File: config.mk
export PLATFORM = sky130hd
export DESIGN_NAME = keypad_scanner_flat
export DESIGN_NICKNAME = d
export VERILOG_FILES = /design/src/rtl/keypad_scanner_if.sv /design/src/rtl/keypad_scanner.sv /design/src/flat_wrapper.sv
export SDC_FILE = /design/constraint.sdc
export NUM_CORES = 1
export LEC_CHECK = 0
export ABC_AREA = 1
export CORE_ASPECT_RATIO = 0.6
export CORE_MARGIN = 3
export CORE_UTILIZATION = 25
export CTS_CLUSTER_SIZE = 24
export DETAILED_ROUTE_END_ITERATION = 8
export SYNTH_ARGS = -nofsm -noshare
export SYNTH_HDL_FRONTEND = slang
export SYNTH_SLANG_ARGS = --single-unit
File: constraint.sdc
create_clock -name clk -period 1.4 [get_ports clk]
set_input_delay 0.28 -clock clk [delete_from_list [all_inputs] [get_ports clk]]
set_output_delay 0.28 -clock clk [all_outputs]
set_load 0.005 [all_outputs]
File: src/rtl/keypad_scanner_if.sv
// keypad_scanner_if
// Carries the debounced key stream from the keypad scanner to its consumers
// (the lock controllers).
//   key       : 4-bit key code of the last accepted press
//   valid_key : single-cycle strobe, key is valid in the same cycle
// Modports:
//   master : the scanner, which drives key/valid_key
//   slave  : a consumer, which only reads key/valid_key
interface keypad_scanner_if;
    logic [3:0] key;
    logic       valid_key;

    modport master (output key, output valid_key);
    modport slave  (input  key, input  valid_key);
endinterface

File: src/rtl/keypad_scanner.sv
// keypad_scanner
// Scans a 4x4 active-low matrix keypad one column at a time, debounces both
// press and release, and emits exactly one valid_key strobe per physical press.
//
// Ports:
//   clk    : system clock, all logic on the rising edge
//   rstn   : synchronous active-low reset
//   row_n  : keypad rows, active low, externally pulled up
//   col_n  : registered column drive, exactly one bit low while scanning
//   kp     : keypad_scanner_if.master carrying key / valid_key (registered)
//
// Parameters:
//   SCAN_CYCLES     : cycles each column is driven before row_n is sampled (>=1)
//   DEBOUNCE_CYCLES : identical samples needed to accept a press/release (>=1)
//
// Optional feature macro: KEYPAD_ROW_SYNC_EN
//   When defined, row_n passes through a two-flop synchronizer before use and
//   each scan slot is lengthened by two cycles to cover the synchronizer delay.
module keypad_scanner #(
    parameter int SCAN_CYCLES     = 2,
    parameter int DEBOUNCE_CYCLES = 4
) (
    input  logic                    clk,
    input  logic                    rstn,
    input  logic [3:0]              row_n,
    output logic [3:0]              col_n,
    keypad_scanner_if.master        kp
);

`ifdef KEYPAD_ROW_SYNC_EN
    localparam int SLOT_LEN = SCAN_CYCLES + 2;
`else
    localparam int SLOT_LEN = SCAN_CYCLES;
`endif
    localparam int SW = (SLOT_LEN > 1) ? $clog2(SLOT_LEN + 1) : 1;
    localparam int CW = $clog2(DEBOUNCE_CYCLES + 1);

    localparam logic [SW-1:0] SLOT_LAST = SW'(SLOT_LEN - 1);
    localparam logic [CW-1:0] DB_MAX    = CW'(DEBOUNCE_CYCLES);
    localparam logic [CW-1:0] CNT_ONE   = CW'(1);

    typedef enum logic [1:0] {
        ST_SCAN     = 2'd0,
        ST_PRESS_DB = 2'd1,
        ST_HOLD     = 2'd2,
        ST_REL_DB   = 2'd3
    } state_t;

    state_t        state_r, next_state_s;
    logic [1:0]    idx_r, next_idx_s;
    logic [SW-1:0] slot_r, next_slot_s;
    logic [CW-1:0] cnt_r, next_cnt_s;
    logic [1:0]    row_r, next_row_s;
    logic [3:0]    col_r, next_col_s;
    logic [3:0]    key_r, next_key_s;
    logic          valid_r, next_valid_s;

    logic [3:0]    rows_s;
    logic          hit_s;
    logic [1:0]    hit_row_s;
    logic          same_s;
    logic          latched_up_s;
    logic          drive_ok_s;

    // Key code for (row, column) of the keypad legend.
    function automatic logic [3:0] map_key(input logic [1:0] row, input logic [1:0] col);
        logic [3:0] code;
        case ({row, col})
            4'd0:    code = 4'h1;
            4'd1:    code = 4'h2;
            4'd2:    code = 4'h3;
            4'd3:    code = 4'hA;
            4'd4:    code = 4'h4;
            4'd5:    code = 4'h5;
            4'd6:    code = 4'h6;
            4'd7:    code = 4'hB;
            4'd8:    code = 4'h7;
            4'd9:    code = 4'h8;
            4'd10:   code = 4'h9;
            4'd11:   code = 4'hC;
            4'd12:   code = 4'hE;
            4'd13:   code = 4'h0;
            4'd14:   code = 4'hF;
            4'd15:   code = 4'hD;
            default: code = 4'h0;
        endcase
        return code;
    endfunction

    // Active-low one-hot column drive for a column index.
    function automatic logic [3:0] col_drive(input logic [1:0] idx);
        return ~(4'b0001 << idx);
    endfunction

    // Saturating debounce counter increment.
    function automatic logic [CW-1:0] sat_inc(input logic [CW-1:0] value);
        logic [CW-1:0] res;
        if (value < DB_MAX) begin
            res = value + CNT_ONE;
        end else begin
            res = value;
        end
        return res;
    endfunction

`ifdef KEYPAD_ROW_SYNC_EN
    logic [3:0] sync1_r, sync2_r;

    // Two-flop synchronizer for the asynchronous keypad rows.
    always_ff @(posedge clk) begin
        if (!rstn) begin
            sync1_r <= 4'b1111;
            sync2_r <= 4'b1111;
        end else begin
            sync1_r <= row_n;
            sync2_r <= sync1_r;
        end
    end

    assign rows_s = sync2_r;
`else
    assign rows_s = row_n;
`endif

    // Hit decode: exactly one low row; zero or several low rows count as no hit.
    always_comb begin
        hit_s     = 1'b0;
        hit_row_s = 2'd0;
        case (rows_s)
            4'b1110: begin hit_s = 1'b1; hit_row_s = 2'd0; end
            4'b1101: begin hit_s = 1'b1; hit_row_s = 2'd1; end
            4'b1011: begin hit_s = 1'b1; hit_row_s = 2'd2; end
            4'b0111: begin hit_s = 1'b1; hit_row_s = 2'd3; end
            default: begin hit_s = 1'b0; hit_row_s = 2'd0; end
        endcase
    end

    assign same_s       = hit_s && (hit_row_s == row_r);
    assign latched_up_s = rows_s[row_r];
    // Right after reset col_n is still all-ones; the slot only starts counting
    // once the selected column is actually being driven low.
    assign drive_ok_s   = ~col_r[idx_r];

    // Next-state and next-output logic of the scan/debounce FSM.
    always_comb begin
        next_state_s = state_r;
        next_idx_s   = idx_r;
        next_slot_s  = slot_r;
        next_cnt_s   = cnt_r;
        next_row_s   = row_r;
        next_key_s   = key_r;
        next_valid_s = 1'b0;
        case (state_r)
            ST_SCAN: begin
                if (!drive_ok_s) begin
                    next_slot_s = {SW{1'b0}};
                end else if (slot_r >= SLOT_LAST) begin
                    next_slot_s = {SW{1'b0}};
                    if (hit_s) begin
                        next_state_s = ST_PRESS_DB;
                        next_row_s   = hit_row_s;
                        next_cnt_s   = CNT_ONE;
                    end else begin
                        next_idx_s = idx_r + 2'd1;
                    end
                end else begin
                    next_slot_s = slot_r + SW'(1);
                end
            end
            ST_PRESS_DB: begin
                if (cnt_r >= DB_MAX) begin
                    next_valid_s = 1'b1;
                    next_key_s   = map_key(row_r, idx_r);
                    next_state_s = ST_HOLD;
                end else if (same_s) begin
                    next_cnt_s = sat_inc(cnt_r);
                end else begin
                    next_state_s = ST_SCAN;
                    next_idx_s   = idx_r + 2'd1;
                    next_slot_s  = {SW{1'b0}};
                    next_cnt_s   = {CW{1'b0}};
                end
            end
            ST_HOLD: begin
                // Only the latched row matters here, so a second key is ignored.
                if (latched_up_s) begin
                    next_state_s = ST_REL_DB;
                    next_cnt_s   = CNT_ONE;
                end else begin
                    next_cnt_s = cnt_r;
                end
            end
            ST_REL_DB: begin
                if (cnt_r >= DB_MAX) begin
                    next_state_s = ST_SCAN;
                    next_idx_s   = 2'd0;
                    next_slot_s  = {SW{1'b0}};
                    next_cnt_s   = {CW{1'b0}};
                end else if (latched_up_s) begin
                    next_cnt_s = sat_inc(cnt_r);
                end else begin
                    next_state_s = ST_HOLD;
                end
            end
            default: begin
                next_state_s = ST_SCAN;
                next_idx_s   = 2'd0;
                next_slot_s  = {SW{1'b0}};
                next_cnt_s   = {CW{1'b0}};
            end
        endcase
        next_col_s = col_drive(next_idx_s);
    end

    // FSM state, counters and registered outputs.
    always_ff @(posedge clk) begin
        if (!rstn) begin
            state_r <= ST_SCAN;
            idx_r   <= 2'd0;
            slot_r  <= {SW{1'b0}};
            cnt_r   <= {CW{1'b0}};
            row_r   <= 2'd0;
            col_r   <= 4'b1111;
            key_r   <= 4'h0;
            valid_r <= 1'b0;
        end else begin
            state_r <= next_state_s;
            idx_r   <= next_idx_s;
            slot_r  <= next_slot_s;
            cnt_r   <= next_cnt_s;
            row_r   <= next_row_s;
            col_r   <= next_col_s;
            key_r   <= next_key_s;
            valid_r <= next_valid_s;
        end
    end

    assign col_n        = col_r;
    assign kp.key       = key_r;
    assign kp.valid_key = valid_r;

endmodule
File: src/flat_wrapper.sv
// flat-port wrapper written by rule: the top's interface ports become plain ports
module keypad_scanner_flat 
#(
    parameter int SCAN_CYCLES     = 2,
    parameter int DEBOUNCE_CYCLES = 4
)
  (clk, rstn, row_n, col_n, kp_key, kp_valid_key);
  keypad_scanner_if kp_i ();
  input  logic clk;
  input  logic rstn;
  input  logic [3:0] row_n;
  output logic [3:0] col_n;
  output wire logic [$bits(kp_i.key)-1:0] kp_key;
  output wire logic [$bits(kp_i.valid_key)-1:0] kp_valid_key;
  assign kp_key = kp_i.key;
  assign kp_valid_key = kp_i.valid_key;
  keypad_scanner #(.SCAN_CYCLES(SCAN_CYCLES), .DEBOUNCE_CYCLES(DEBOUNCE_CYCLES)) u_core (.clk(clk), .rstn(rstn), .row_n(row_n), .col_n(col_n), .kp(kp_i));
endmodule
==> qor.yml <==
status: "finished, violations left"
violations: "negative setup slack"
setup-tns-final_ps: -687
rsz0062_at_grt: "true"
path_class: "flop to flop"
worst_setup_path_start_kind: "flop"
placedCellCount: 312
gp_congestion: 0.808
slew_headroom_pct: 67.5
die_x_um: 103
drtIter0Drc: 71
port_buffers: 14
timing.rr.end: "u_core.col_n[3]$_SDFF_PN1_"
overflow: 0
n_antenna_cell: 0
arrival_ps: 1670
ys_seq_elements: 20
clock_latency_ps: 270
routedWlPerCell_um: 12.1
clock_tree.htree_level_count: 1
antenna_found_initial: 0
critPathCaptureType: "flop"
setup_viol: 12
rrSetupSlack_ps: -100
cts.path.max_buffers: 2
hold_class: "flop to flop"
syn-num-nets: 217
min_period_ps: 1500
rr_startpoint: "u_core.idx_r[0]$_SDFF_PN0_"
final_cell_mix: "buf_4, nand2_1, inv_1"
routed_wl_mm: 3.86
dr_total_vias: 1420
post-dp-hpwl_mm: 2.96
startpoint: "u_core.idx_r[0]$_SDFF_PN0_"
crit_family: "simple AND/OR/NAND/NOR gates"
post_synth.cell_area_avg_um2: 6.96
io_pins: 15
critPathCapture: "u_core.col_n[3]$_SDFF_PN1_"
cap_viol_max_count: 0
finalHoldViolCount: 0
fin_skew_ps: 2.12
final_cell_count_no_fill: 320
synth_area_um2: 1410
synth_edf_count: 0
p_int_uw: 1640
seq_area_frac_synth_pct: 28.3
grt_pass1_vias: 1321
fin_crit_sh_pct: 107
required_ps: 1560
synth-warning-count: 0
cts_buffers: 3
grt_max_degree: 13
power_density_nw_per_um2: 1270
tightest_slew_ps: 487
place_ws_ps: -669
fin_nets: 269
crit_chain: "or2_4, nand3_2, nand2_2, nor2_4, inv_2, o21ai_2, nand2_2, a21oi_4, nand2_1"
switching_share_pct: 37.9
layout-drive-gt1-share_pct: 43.3
drc: 0
cts_num_sinks: 20
path_clk_slew_ps: 80
irDropWorstVdd_mv: 0.783
ys_types: 33
final_common_cell: "buf_4"
p_leak_uw: 0.000944
start_util_pct: 26.9
root_buffer: "clkbuf_8"
reg2regPathDepth: 9
core-area_um2: 5260
design.die.area_um2: 6620
switchingPower_uw: 1000
slowest_delay_ps: 370
seqPwrFrac_pct: 28.3
grtUsageTotal_pct: 12.3
viasPerCell: 4.44
path_max_fanout: 5
cpMostUsedCell: "nand2_2"
path_buf_inv: 1
crit_cells: 9
synthArstFlopShare_pct: 0
area_growth_pct: 46.8
worst_slack_ps: -103
grt_pass1_wl_mm: 6.45
power_frac_comb_pct: 48.8
timing.hold.ws_ps: 460
drv_slew: 0
min-delay-start: "u_core.slot_r[0]$_SDFFE_PN0P_"
p_clk_share_pct: 22.9
cts_tree: "yes"
syn-instance-count: 203
fp.dieH_um: 64.2
synthFlopType: "dfxtp_1"
drtAntennaViolNets: 0
cp_slowest_cell: "dfxtp_4"
num_rows: 20
firstDrtPassIters: 4
fmax_ghz: 0.665
[cell usage after synthesis (2+ instances only)]
cell | instances | share of area (%)
nor2_2 | 2 | 0.89
inv_2 | 7 | 1.9
nor2_1 | 12 | 3.2
dfxtp_1 | 20 | 28
o21ai_0 | 14 | 5.0
ha_1 | 8 | 7.1
nand2_4 | 3 | 2.4
nand3_1 | 14 | 5.0
a31oi_1 | 3 | 1.3
a21oi_1 | 19 | 6.7
nand3_2 | 3 | 2.1
o21ai_1 | 4 | 1.4
inv_1 | 27 | 7.2
nand2_1 | 39 | 10
o211ai_1 | 2 | 1.1
nor2_4 | 5 | 4.0
nand4_1 | 2 | 0.89
nand2_2 | 4 | 1.8
[power groups by stage]
stage	clock network (µW)	logic (µW)	registers (µW)
after CTS	616	1180	741
after detailed placement	0	1180	746
after global placement	0	1160	747
final	603	1290	748
after global routing	635	1460	761
after floorplan	0	761	735
[metrics by stage]
stage	util, %	total power [µW]	cell area (µm²)
3_3_place_gp	35.3	1910	1860
3_5_place_dp	35.3	1930	1860
6_report	39.5	2640	2070
5_1_grt	39.5	2850	2070
2_1_floorplan	-	1500	1410
4_1_cts	37.3	2540	1960
[final cells by class]
class                      instances  area [µm²]
fill                             555        3180
multi-input combinational        144         935
timing repair buffer              51         433
sequential                        20         418
inverter                          35         134
tap                               66        82.6
clock buffer                       3        41.3
clock inverter                     1        30.0
[flip-flops by register name, summed over array words and instances (netlist names)]
signal,flops
u_core.col_n,4
u_core.kp.key,4
u_core.cnt_r,3
u_core.kp.valid_key,1
u_core.idx_r,2
u_core.slot_r,2
u_core.state_r,2
u_core.row_r,2
[worst min-delay path by stage]
stage	end	cells after the start
finish	u_core.slot_r[0]$_SDFFE_PN0P_	2
global route	u_core.slot_r[0]$_SDFFE_PN0P_	2
CTS	u_core.slot_r[0]$_SDFFE_PN0P_	2
detailed placement	u_core.slot_r[0]$_SDFFE_PN0P_	2
global placement	u_core.slot_r[0]$_SDFFE_PN0P_	2
floorplan	u_core.state_r[0]$_SDFFE_PN0P_	2
[cells by family after synthesis]
| logic type | after synthesis | share of synthesized area, % |
|---|---|---|
| fa+ha+maj | 8 | 7.09 |
| buf+inv | 39 | 11.4 |
| xor+xnor | 1 | 1.95 |
| compound gates | 47 | 18.8 |
| flops | 20 | 28.3 |
| simple gates | 88 | 32.4 |
[per-layer routing]
metal / track usage, % / wire (µm)
met1: 20.5 / 2270
met2: 15.7 / 1460
met3: 2.62 / 116
met4: 1.45 / 10
met5: 0 / 0
[worst reg2reg max path, cell delays in order, from the launching register on]
cell	delay, ps
dfxtp_4	370
or2_4	240
nand3_2	60
nand2_2	80
nor2_4	170
inv_2	50
o21ai_2	120
nand2_2	110
a21oi_4	140
nand2_1	70
[timing repair]
item / CTS / global route
endpoints found under the hold margin: 0 / 0
pin swaps: 5 / 10
gates resized for setup: 26 / 34
buffers inserted: 1 / 3
hold buffers: 0 / 0
setup endpoints to repair: 17 / 22
Power figures use the tool's default switching activity.
==> edit 1 (config.mk and constraints unchanged) <==
Take the reset off `key_r` and load it in a clocked block of its own.
--- a/src/rtl/keypad_scanner.sv
+++ b/src/rtl/keypad_scanner.sv
@@ -223,3 +223,2 @@
             col_r   <= 4'b1111;
-            key_r   <= 4'h0;
             valid_r <= 1'b0;
@@ -232,5 +231,8 @@
             col_r   <= next_col_s;
-            key_r   <= next_key_s;
             valid_r <= next_valid_s;
         end
+    end
+
+    always_ff @(posedge clk) begin
+        key_r <= next_key_s;
     end
Check against the original RTL: differs if rstn is asserted again (counterexample within 10 cycles, from zero or initial values and one cycle with rstn low); with rstn held inactive, the same outputs for 10 cycles.
==> edit 1 against the original RTL <==
Total power is 3.6% higher. Design area is 1.4% lower. Non-clock buffer count is 4 higher. Highest routed layer unchanged. Worst setup slack worse by 10 ps. Critical path depth is 6 higher. Synthesized cell count is 3.9% lower. Area after synthesis is 7.9% lower. Sequential cell count stayed put. The run still ends with negative setup slack left. Routed wire length is 1.2% higher.
==> edit 1: results (changes against the original RTL) <==
Run status:
- The flow ran to the end, but the final reports show violations.
- The final reports fail on negative setup slack.

Clock network:
- The number of CTS-inserted buffers is 3 (unchanged).
- The number of H-tree levels came to 1 (unchanged).
- The latest clock arrival within the worst-skew pair is 270 ps (about the same).
- The buffer levels on the longest clock path is 2 (unchanged).
- The clock transition at the registers of the reported paths is 70 ps.
- The tree is rooted in a clkbuf_8.

Worst setup path:
- Broken down by cell family, the worst path's largest delay share belongs to simple AND/OR/NAND/NOR gates.
- The data arrival time at the worst-slack endpoint is 1660 ps.
- The cell type of the slowest stage on the worst timing path is clkdlybuf4s15_2.
- The biggest cell delay along the critical path is 210 ps (-160 ps).
- The maximum fanout count along the critical path was 4 (-1).

Layout:
- The number of fill cells in the layout is 486 (-12%).
- The final net count is 266 (-1.1%).
- The number of inserted diodes is 0 (unchanged).
- The proportion of layout cells with a drive suffix above 1 is 44.22% (+0.92 points).

Drt:
- The detailed-route wire length per cell is 12.43 microns (+3.1%).
- The number of detailed-routing iterations run before antenna repair is 4 (unchanged).
- The first-iteration detailed-routing DRC count is 83 (+17%).
- The total length of routed wires is 3903 microns (+1.2%).
- The ratio of routed vias to standard cells is 4.513 (+1.7%).

Global routing:
- The global-route wire length before repair came to 5782 microns (-10%).
- The global router's overall resource usage is 12.09% (-0.21 points).
- The initial antenna violation count is 0 (unchanged).
- The number of global-route vias before repair was 1,252 (-5.2%).
- The largest net degree at the start of global routing is 12 (-1).

Yosys:
- After synthesis, the most frequently instantiated cells are nand2_1 (53), inv_1 (30), nor2_1 (20), dfxtp_1 (16), nand3_1 (14).
- After synthesis, the cell types taking the most area are dfxtp_1 (25%), nand2_1 (15%), edfxtp_1 (9.2%).
- The post-synthesis sequential area ratio is 33.85% (+5.5 points).
- The number of warnings reported in the yosys synthesis log came to 0 (unchanged).
- The async set or reset register ratio after synthesis is 0% (unchanged).
- The post-synthesis cell type count is 31 (-6.1%).
- The number of enable flip-flop cells after synthesis is 4 (+4).
- The number of nets in the synthesized netlist is 209 (-3.7%).
- The average footprint of a synthesized cell was 6.673 sq um (-4.1%).
- The most used flip-flop cell after synthesis is dfxtp_1.

Job:
- The number of max-cap violations is 0 (unchanged).

Pwr:
- The leakage power is 0.9422 nW (-0.21%).
- The switching share of power was 41.39% (+3.5 points).
- The worst vdd rail ir drop is 0.0007200 V (-8.0%).

Timing:
- The post-route clock skew is 5.030 ps (+2.914 ps).
- The actual transition at the worst max-transition pin is 478.7 ps (-7.780 ps).
- The setup-violating endpoint count in the final report came to 10 (-2).
- The final worst slack is -113.7 ps (-10.48 ps).

Placed design:
- The final weighted congestion in routability-driven placement came to 0.9304 (+15%).
- The cell count after placement is 306 (-1.9%).
- The estimated wirelength of the detail-placed design was 2731 microns (-7.8%).
- The count of input and output buffers is 14 (unchanged).

Worst hold path:
- The worst min-delay path class is register to register.
[edit 1: cell types whose count changed after synthesis, sizes merged, moves of 2 or more]
cell	unedited run	this run
nor2	19	22
nand3	17	15
dfxtp	20	16
nand2	46	54
edfxtp	0	4
a31oi	3	1
a21oi	20	15
inv	35	33
o21ai	19	11
[edit 1: power groups by stage]
stage / registers, mW / logic, mW / clock network (mW)
final: 0.773 / 1.56 / 0.402
after floorplan: 0.776 / 0.698 / 0
after global routing: 0.787 / 1.70 / 0.432
after CTS: 0.763 / 1.34 / 0.411
after detailed placement: 0.772 / 1.24 / 0
after global placement: 0.773 / 1.25 / 0
[edit 1: path summary, 6_finish.rpt]
path	end	cells past startpoint	from	slack, ps
worst max register to register	u_core.col_n[3]	10	u_core.idx_r[0]	-110
worst max-delay path	u_core.col_n[2]	15	row_n[2]	-110
worst min register to register	u_core.slot_r[1]	2	u_core.slot_r[1]	460
worst min-delay path	u_core.slot_r[1]	2	u_core.slot_r[1]	460
[edit 1: per-layer routing]
layer | GRT usage (%) | wire (microns) | vias to the layer above
li1 | - | - | 738
met1 | 17.61 | 1978 | 637
met4 | 1.751 | 31 | 0
met2 | 18.13 | 1669 | 37
met3 | 3.567 | 223 | 5
met5 | 0 | 0 | -
[edit 1: metrics by stage]
step / TNS (ps) / hold WS (ps) / setup WS, ps / cell area (sq um)
2_1_floorplan: -56.40 / 405.8 / -31.04 / 1320
3_3_place_gp: -7604 / 449.7 / -726.5 / 1803
3_5_place_dp: -7800 / 450.3 / -709.2 / 1803
4_1_cts: -609.3 / 461.7 / -112.9 / 1913
5_1_grt: -2084 / 506.8 / -244.3 / 2043
6_report: -717.3 / 460.0 / -113.7 / 2043
[edit 1: cell type report]
class,instances,area (sq um),share of cell area (%)
Multi-Input combinational cell,139,897.1,43.91
Sequential cell,20,454.2,22.23
Tap cell,63,78.83,3.858
Inverter,33,126.4,6.185
Timing Repair Buffer,55,441.7,21.62
Clock inverter,1,3.754,0.1837
Clock buffer,3,41.29,2.021
[edit 1: repair_timing]
| item | CTS | global route |
|---|---|---|
| gates resized for setup | 32 | 47 |
| hold buffers | 0 | 0 |
| pin swaps | 9 | 8 |
| setup endpoints to repair | 17 | 20 |
| setup buffers | 2 | 2 |
[edit 1: cell families (layout without fill, tap and decap cells)]
family / count (synthesis) / after routing / synth area share (%)
flip-flops: 20 / 20 / 33.85
adder cells (fa/ha/maj): 8 / 8 / 7.693
buffers and inverters: 36 / 92 / 10.58
AND/OR/NAND/NOR: 96 / 96 / 31.44
XOR/XNOR: 1 / 1 / 0.6732
AO/OA/AOI/OAI: 34 / 34 / 15.77
==> edit 2 (same settings) <==
Made on the original files. `DEBOUNCE_CYCLES` is set to 4 in 2 places; all go to 2.
--- a/src/rtl/keypad_scanner.sv
+++ b/src/rtl/keypad_scanner.sv
@@ -20,3 +20,3 @@
     parameter int SCAN_CYCLES     = 2,
-    parameter int DEBOUNCE_CYCLES = 4
+    parameter int DEBOUNCE_CYCLES = 2
 ) (
--- a/src/flat_wrapper.sv
+++ b/src/flat_wrapper.sv
@@ -4,3 +4,3 @@
     parameter int SCAN_CYCLES     = 2,
-    parameter int DEBOUNCE_CYCLES = 4
+    parameter int DEBOUNCE_CYCLES = 2
 )
Check against the original RTL: not equivalent (a bounded check fails within 10 cycles, from zero or initial values and one cycle with rstn low).
==> edit 2 against the original RTL <==
The flow still finishes with violations (negative setup slack). Routed wire length up 2.3%. Total power grew 12%. Area after synthesis down 3.6%. Largest power group unchanged. Fmax is 0.88% higher. Global-route usage up 0.33 points. Design area grew 0.60%. Sequential share of layout area down 1.1 points. Synthesized cell count increased by 0.99%. Critical path depth rose by 3. Sequential cell count fell by 1. Sequential power fell by 2%. Clock power is 34% lower. Worst setup slack better by 13 ps.
==> edit 2: results (changes against the original RTL) <==
Run status:
- The run finished, with violations left.
- The final reports fail on negative setup slack.

Layout:
- The final net count came to 270 (+0.37%).
- The proportion of layout cells with a drive suffix above 1 is 44.71% (+1.4 points).
- The number of inserted diodes came to 0 (unchanged).

Placed design:
- The estimated wirelength of the detail-placed design is 3049 microns (+3.0%).
- The final weighted congestion in routability-driven placement came to 0.9021 (+12%).
- The pre-CTS worst setup slack was -557.7 ps (+110.9 ps).
- The count of input and output buffers is 14 (unchanged).

Drt:
- The detailed-route wire length per cell is 12.30 microns (+2.0%).
- The number of detailed-routing iterations run before antenna repair was 4 (unchanged).
- The via count is 1,454 (+2.4%).
- The first-iteration detailed-routing DRC count is 62 (-13%).

Global routing:
- The initial antenna violation count is 0 (unchanged).
- The global router's overall resource usage is 12.63% (+0.33 points).
- The largest net degree at the start of global routing is 11 (-2).
- The global-route wire length before repair came to 6451 microns (unchanged).
- The number of global-route vias before repair is 1,329 (+0.61%).

Yosys:
- The post-synthesis cell type count is 29 (-12%).
- The number of nets in the synthesized netlist was 219 (+0.92%).
- Ranked by total cell area, the synthesized netlist is headed by dfxtp_1 (28%), nand2_1 (13%), inv_1 (8.3%).
- The most used flip-flop cell after synthesis is dfxtp_1.
- The post-synthesis sequential area ratio is 27.94% (-0.40 points).
- The number of warnings reported in the yosys synthesis log is 0 (unchanged).
- The async set or reset register ratio after synthesis was 0% (unchanged).
- The commonest cells after synthesis are nand2_1 (48), inv_1 (30), nand3_1 (21), dfxtp_1 (19), a21oi_1 (18).

Clock network:
- The clock transition at the registers of the reported paths is 80 ps (about the same).
- The tree is rooted in a clkbuf_8.
- The clock reaches the later pin of the worst-skew pair after 260 ps.
- The number of H-tree levels is 1 (unchanged).
- The number of CTS-inserted buffers came to 3 (unchanged).

Worst setup path:
- The number of cell instances on the worst register-to-register path was 12 (+3).
- For this run, the slowest stage of the critical path takes 380 ps.
- The data arrival time at the worst-slack endpoint is 1650 ps (-20 ps).
- The cell type group with the largest total delay on the critical path is simple AND/OR/NAND/NOR gates.
- The maximum fanout count along the critical path is 4 (-1).

Timing:
- The setup-violating endpoint count in the final report came to 9 (-3).
- The post-route clock skew is 4.779 ps (+2.663 ps).
- The final worst slack is -90.13 ps (+13.08 ps).
- The worst max-slew margin expressed relative to the limit is 76.07% (+8.5 points).

Worst hold path:
- In this run the worst hold path is classified as primary input to register.
- The number of cells traversed by the worst hold path came to 4 (+2).

Pwr:
- The leakage power was 1.078 nW (+14%).
- The worst vdd rail ir drop is 0.0005065 V (-35%).
==> edit 2: changes by cell type after synthesis, moves of 3 or more <==
cell and delta:
nand2_1 +9, inv_2 -5, nor2_2 +4, nor2_1 -4, inv_1 +3, o21ai_0 -5
nand3_1 +7, nor2_4 -4
==> edit 2: kinds of logic (layout without fill, tap and decap cells) <==
logic type	Yosys count	in the layout	share of synthesized area (%)
adder cells (fa/ha/maj)	8	8	7.353
AO/OA/AOI/OAI	38	38	14.61
flip-flops	19	19	27.94
buffers and inverters	37	87	11.03
AND/OR/NAND/NOR	103	103	39.06
==> edit 2: through the flow <==
step / cell area [sq um] / power [mW] / instances / TNS (ps)
global placement: 1836 / 2.205 / 314 / -6314
floorplan: 1380 / 1.637 / 205 / -326.5
global route: 2086 / 3.181 / 321 / -1634
detailed placement: 1836 / 2.222 / 314 / -6616
CTS: 1952 / 2.718 / 320 / -523.9
finish: 2086 / 2.947 / 321 / -363.5
==> edit 2: layer usage <==
layer | share of wire (%) | track usage, % | wire (microns) | vias to the layer above
met5 | 0 | 0 | 0 | -
li1 | - | - | - | 765
met3 | 5.7 | 3.650 | 226 | 2
met4 | 0.43 | 1.493 | 17 | 0
met1 | 53 | 20.89 | 2111 | 650
met2 | 40 | 15.80 | 1592 | 37
==> edit 2: final cells by class <==
class | instances | area (sq um)
fillers | 556 | 3069
multi-input cells | 149 | 998.5
repair buffers | 49 | 430.4
flip-flops and latches | 19 | 396.6
inverters | 34 | 132.6
well taps | 66 | 82.58
clock buffers | 4 | 45.04
==> edit 2: where the power goes <==
part           internal [mW]  total [mW]  switching [mW]
sequential             0.658       0.733          0.0752
clock                  0.203       0.396           0.193
combinational          0.804        1.82            1.01
total                   1.67        2.95            1.28
==> edit 2: what timing repair did <==
action | 4_1_cts | 5_1_grt
endpoints found under the hold margin | 0 | 0
pin swaps | 5 | 18
endpoints found under the setup margin | 14 | 25
cloned | 0 | 0
setup buffers | 2 | 2
gates resized for setup | 21 | 53
==> edit 2: final timing paths <==
| kind | start | endpoint | slack [ps] |
|---|---|---|---|
| max reg2reg | u_core.idx_r[0] | u_core.col_n[2] | -90 |
| min | row_n[3] | u_core.row_r[1] | 440 |
| max | u_core.idx_r[0] | u_core.col_n[2] | -90 |
| min reg2reg | u_core.slot_r[1] | u_core.slot_r[1] | 450 |
==> edit 2: worst reg2reg max path, cell delays in order, from the launching register on <==
cell and delay, ps:
dfxtp_4 380, inv_6 30, or2_4 230, nand2_4 80
nand2_8 70, nor2_8 100, nand3_2 80, nand3_2 100
nand2_1 50, inv_1 60, nand2_2 60, nand2_4 70
nand3_2 60
